[config.mk]
export PLATFORM = sky130hd
export DESIGN_NAME = pea_exec_ctrl
export DESIGN_NICKNAME = d
export VERILOG_FILES = /design/src/rtl/pea_exec_ctrl.sv
export SDC_FILE = /design/constraint.sdc
export NUM_CORES = 1
export LEC_CHECK = 0
export CORE_UTILIZATION = 54
export DETAILED_ROUTE_END_ITERATION = 10
export PLACE_DENSITY_LB_ADDON = 0.2
export SLEW_MARGIN = 0
export SYNTH_ARGS = -nofsm -noshare
export SYNTH_HDL_FRONTEND = slang
export SYNTH_SLANG_ARGS = --single-unit
[constraint.sdc]
create_clock -name clk_i -period 3.4 [get_ports clk_i]
set_clock_uncertainty 0.1 [all_clocks]
set_input_delay 0.51 -clock clk_i [delete_from_list [all_inputs] [get_ports clk_i]]
set_output_delay 0.51 -clock clk_i [all_outputs]
set_load 0.02 [all_outputs]
[src/rtl/pea_exec_ctrl.sv]
// PEA execution controller: steps the PEA through K configurations
// N times, drains the pipeline, then pulses done back to the K controller.
module pea_exec_ctrl #(
   parameter int N_CFG     = 16,
   parameter int CNT_W     = 16,
   parameter int DRAIN_CYC = 5
) (
   input  logic                     clk_i,
   input  logic                     rst_n_i,
   input  logic                     start_i,
   input  logic [$clog2(N_CFG)-1:0] k_last_i,
   input  logic [CNT_W-1:0]         n_iter_i,
   input  logic                     abort_i,
   output logic [$clog2(N_CFG)-1:0] cfg_idx_o,
   output logic                     cfg_valid_o,
   output logic [CNT_W-1:0]         iter_o,
   output logic                     busy_o,
   output logic                     done_o
);

   localparam int IW = $clog2(N_CFG);
   localparam int DW = (DRAIN_CYC > 0) ? $clog2(DRAIN_CYC + 1) : 1;
   localparam logic [DW-1:0] DRAIN_LD =
      DW'((DRAIN_CYC > 0) ? DRAIN_CYC - 1 : 0);

   typedef enum logic [1:0] {
      S_IDLE,
      S_RUN,
      S_DRAIN,
      S_DONE
   } state_e;

   state_e           state_q, state_d;
   logic [IW-1:0]    idx_q, idx_d;
   logic [CNT_W-1:0] iter_q, iter_d;
   logic [IW-1:0]    klast_q, klast_d;
   logic [CNT_W-1:0] niter_q, niter_d;
   logic [DW-1:0]    dcnt_q, dcnt_d;
   logic             valid_q, busy_q, done_q;

   always_comb begin
      state_d = state_q;
      idx_d   = idx_q;
      iter_d  = iter_q;
      klast_d = klast_q;
      niter_d = niter_q;
      dcnt_d  = dcnt_q;
      unique case (state_q)
         S_IDLE: begin
            if (start_i) begin
               klast_d = k_last_i;
               niter_d = n_iter_i;
               idx_d   = '0;
               iter_d  = '0;
               state_d = (n_iter_i == '0) ? S_DONE : S_RUN;
            end
         end
         S_RUN: begin
            // terminal compare comes first, so iter never wraps
            if (abort_i) begin
               state_d = S_IDLE;
            end else if (idx_q != klast_q) begin
               idx_d = idx_q + IW'(1);
            end else if (iter_q != niter_q - CNT_W'(1)) begin
               idx_d  = '0;
               iter_d = iter_q + CNT_W'(1);
            end else if (DRAIN_CYC == 0) begin
               state_d = S_DONE;
            end else begin
               dcnt_d  = DRAIN_LD;
               state_d = S_DRAIN;
            end
         end
         S_DRAIN: begin
            if (abort_i) begin
               state_d = S_IDLE;
            end else if (dcnt_q == '0) begin
               state_d = S_DONE;
            end else begin
               dcnt_d = dcnt_q - DW'(1);
            end
         end
         S_DONE: begin
            state_d = S_IDLE;
         end
         default: begin
            state_d = S_IDLE;
         end
      endcase
   end

   always_ff @(posedge clk_i or negedge rst_n_i) begin
      if (!rst_n_i) begin
         state_q <= S_IDLE;
         idx_q   <= '0;
         iter_q  <= '0;
         klast_q <= '0;
         niter_q <= '0;
         dcnt_q  <= '0;
         valid_q <= 1'b0;
         busy_q  <= 1'b0;
         done_q  <= 1'b0;
      end else begin
         state_q <= state_d;
         idx_q   <= idx_d;
         iter_q  <= iter_d;
         klast_q <= klast_d;
         niter_q <= niter_d;
         dcnt_q  <= dcnt_d;
         valid_q <= (state_d == S_RUN);
         busy_q  <= (state_d != S_IDLE);
         done_q  <= (state_d == S_DONE);
      end
   end

   assign cfg_idx_o   = idx_q;
   assign iter_o      = iter_q;
   assign cfg_valid_o = valid_q;
   assign busy_o      = busy_q;
   assign done_o      = done_q;

endmodule

==> results.rst <==
.. list-table::
   :header-rows: 1

   * - Metric
     - Value
   * - H-Tree Level Count
     - 2
   * - Xor and xnor fraction of the mapped netlist area
     - under 10%
   * - Post-synthesis compound-gate area fraction
     - 12.4%
   * - Clock network power share
     - around 14%
   * - Mapped Cells
     - ~360
   * - Weighted congestion at the end of routability-driven global placement
     - 0.915
   * - Number of diodes
     - 0
   * - Leakage power figure
     - approximately 1.6 nW
   * - Vias after detailed routing
     - around 2700
   * - Kind of critical path
     - flip-flop to flip-flop
   * - Congestion Overflow GR
     - 0
   * - Post-CTS setup buffer count
     - 0
   * - Net count after synthesis
     - approximately 380
   * - Wire length of the first global-routing pass
     - approximately 12000 µm
   * - Area growth syn-to-layout
     - 21.1%
   * - Antenna violations before repair
     - 0
   * - Worst-case clock buffer depth
     - 2
   * - Most common library cell in the layout ignoring fill and taps
     - nand2_1
   * - Worst setup slack for register-to-register paths
     - 300 ps
   * - Post-synthesis sequential area ratio
     - between 40% and 50%
   * - Buffers on Ports
     - 46
   * - Switching component of the power
     - ~0.0011 W
   * - Critical path origin
     - niter_q[0]
   * - Aggregate global-route resource usage
     - 25.9%
   * - Synth unique cells
     - 53
   * - Kind of path behind the tightest hold check
     - input port to async pin
   * - Unrepaired setup endpoints after global routing
     - false
   * - Clk_lat worst skew
     - around 310 ps
   * - Slew Limit Fails
     - 0
   * - Total Neg Setup Slack
     - 0 ps
   * - Die Wd
     - around 76 µm
   * - Root Driver
     - clkbuf_8
   * - Run status
     - completed
   * - Reg2Reg Launch Point
     - niter_q[0]
   * - Die span in y
     - between 70 and 80 µm
   * - Highest clock rate
     - between 300 and 400 MHz
   * - Boundary Pins
     - between 40 and 50
   * - Top library cells by usage in the layout, fill and taps aside
     - 79 x nand2_1, 48 x dfrtp_1, 45 x clkdlybuf4s50_1, 26 x nor2_1, 21 x o21ai_0
   * - Detail Route Antenna Nets
     - 0
   * - Final cycle utilization of the critical path
     - between 90% and 100%
   * - Crit start category
     - flip-flop
   * - Area share of and/or/nand/nor cells after synthesis
     - between 30% and 40%
   * - Post-synth EDFFs
     - 0
   * - Fraction of synthesized area in multiplexers
     - approximately 1.7%
   * - Data arrival time of the critical path
     - about 3200 ps
   * - Number of global-route vias before repair
     - about 2600
   * - Cell area after technology mapping
     - about 3000 µm²
   * - Worst Setup End Kind
     - flip-flop
   * - Via-per-instance ratio
     - 5.73
   * - Power per unit of standard cell area
     - about 700 nW/µm²
   * - Area of the die
     - about 5800 µm²
   * - Cell depth of the worst flop-to-flop path
     - 8
   * - Total Routed Length
     - between 7000 and 8000 µm
   * - Layout cells sized above 1
     - approximately 6.7%
   * - CTS tree
     - done
   * - Number of iterations in the first detailed-routing pass
     - 4
   * - Number of gates resized after CTS
     - 0
   * - Number of inserted filler cells in the final layout
     - 463
   * - HPWL reported at the end of detailed placement
     - between 5000 and 6000 µm
   * - Clock period minus worst slack
     - 3100 ps
   * - Wire per inst
     - ~15 µm
   * - Hold-fix buffer count after cts
     - 0
   * - Number of nets in the layout
     - ~430
   * - Sinks on Clock Net
     - 48
   * - Power share of the combinational group
     - a little under half
   * - Proportion of total power due to net switching
     - between 40% and 50%
   * - Largest family of logic cells by synthesized area
     - simple AND/OR/NAND/NOR gates
   * - Most common flop cell mapped by yosys
     - dfrtp_1
   * - Overall power after layout
     - 0.00248 W
   * - Synth Area per Inst
     - 8.41 µm²
   * - Endpoint of the most critical setup path
     - dcnt_q[0]
   * - DRC violation count after routing
     - 0
   * - Final setup violation count
     - 0
   * - Count of yosys warnings during synthesis
     - 0
   * - Number of buffers inserted during clock tree synthesis
     - 5
   * - Final Hold Vio Count
     - 0
   * - Area of the core
     - 5200 µm²
   * - Largest voltage drop on the vdd net
     - approximately 0.45 mV
   * - Initial standard-cell utilization of the core
     - ~57%
   * - Iteration-0 DRC count of the detailed router
     - between 150 and 200
   * - Number of core rows
     - 26
   * - Worst slew slack as a fraction of its limit
     - between 50% and 60%
   * - Post-synthesis sequential element count
     - 48
   * - Adder and majority gate portion of the synthesized area
     - 2.10%
   * - Transition time at the pin with the least slew margin
     - 724 ps
   * - Worst hold-check slack
     - 155 ps
   * - Relative contribution of sequential cells to total power
     - between 30% and 40%
   * - Async SR Flop Fraction
     - 100%
   * - Internal
     - roughly 0.0014 W
   * - CTS clock-pin slew for the worst setup and hold paths
     - 90 ps
   * - Critical R2R Capture
     - dcnt_q[0]
   * - Count of max-cap constraint violations
     - 0
   * - Crit Path Max Fanout
     - 8
   * - Crit path required time
     - between 3000 and 4000 ps
   * - Pin count of the biggest net entering global routing
     - 35
final cells by class:
type / instances / area (µm²) / area share [%]
Inverter: 12 / 45.0 / 1.25
Clock buffer: 6 / 82.6 / 2.29
Tap cell: 70 / 87.6 / 2.42
Clock inverter: 1 / 8.76 / 0.242
Timing Repair Buffer: 55 / 523 / 14.5
Multi-Input combinational cell: 280 / 1670 / 46.1
Sequential cell: 48 / 1200 / 33.2
metal layers:
metal	track usage, %	wire length, µm	up-vias
li1	-	-	1328
met1	33.1	3160	1297
met2	44.8	3450	76
met3	4.79	433	5
met4	7.12	69	0
met5	0	0	-
flip-flops by register name, indices dropped and copies added (netlist names):
| name | flops |
|---|---|
| klast_q | 4 |
| cfg_idx_o | 4 |
| done_o | 1 |
| dcnt_q | 3 |
| cfg_valid_o | 1 |
| state_q | 2 |
| niter_q | 16 |
| iter_o | 16 |
| busy_o | 1 |
synth_stat cells, types with 4 or more instances:
library cell	n	area share [%]
inv_1	11	1.4
o21ai_0	21	3.5
xnor2_1	18	5.3
dfrtp_1	48	40
and3_1	8	1.7
nor4b_1	4	1.2
nor2b_1	4	0.84
a21oi_1	5	0.84
xor2_1	10	2.9
nor3_1	12	2.0
clkbuf_1	12	1.5
nor2_1	26	3.3
nand4_1	6	1.3
a31oi_1	6	1.3
ha_1	5	2.1
nand3_1	16	2.7
a31o_1	4	1.2
mux2i_1	4	1.3
a211oi_1	4	1.0
nor4_1	8	1.7
nand2b_1	7	1.5
nand2_1	79	9.9
worst max-delay path, stage by stage (launching register included):
cell,delay (ps)
dfrtp_1,460
or4_4,540
or3_4,390
a2111oi_4,360
o211ai_2,180
nor4_2,340
and3_1,330
nor2_1,70
a211o_1,220
cell families after synthesis:
group | after synthesis
AO/OA/AOI/OAI | 54
flip-flops | 48
adder cells (fa/ha/maj) | 5
XOR/XNOR | 28
buffers and inverters | 27
multiplexers | 5
AND/OR/NAND/NOR | 188
worst min-delay path by stage:
stage,start,to,cells after the start
global placement,klast_q[2],klast_q[2],2
detailed placement,klast_q[1],klast_q[1],2
global route,rst_n_i,cfg_idx_o[2],1
floorplan,rst_n_i,busy_o,0
CTS,rst_n_i,iter_o[2],1
finish,rst_n_i,iter_o[2],1
stage by stage:
step                area, µm²  std cells  setup slack [ps]  util [%]
finish                   3610        472               300      69.4
detailed placement       3520        465               323      67.7
global route             3610        472               149      69.4
floorplan                2980        355               363         -
CTS                      3610        472               313      69.4
global placement         3520        465               391      67.7
power groups by stage:
| stage | clock (W) | combinational (W) | sequential, W |
|---|---|---|---|
| floorplan | 0 | 0.000849 | 0.000940 |
| global placement | 0 | 0.00113 | 0.000959 |
| detailed placement | 0 | 0.00116 | 0.000962 |
| CTS | 0.000365 | 0.00116 | 0.000956 |
| global route | 0.000390 | 0.00129 | 0.000990 |
| finish | 0.000359 | 0.00116 | 0.000963 |
No activity file was read; power rests on OpenSTA's default activity.
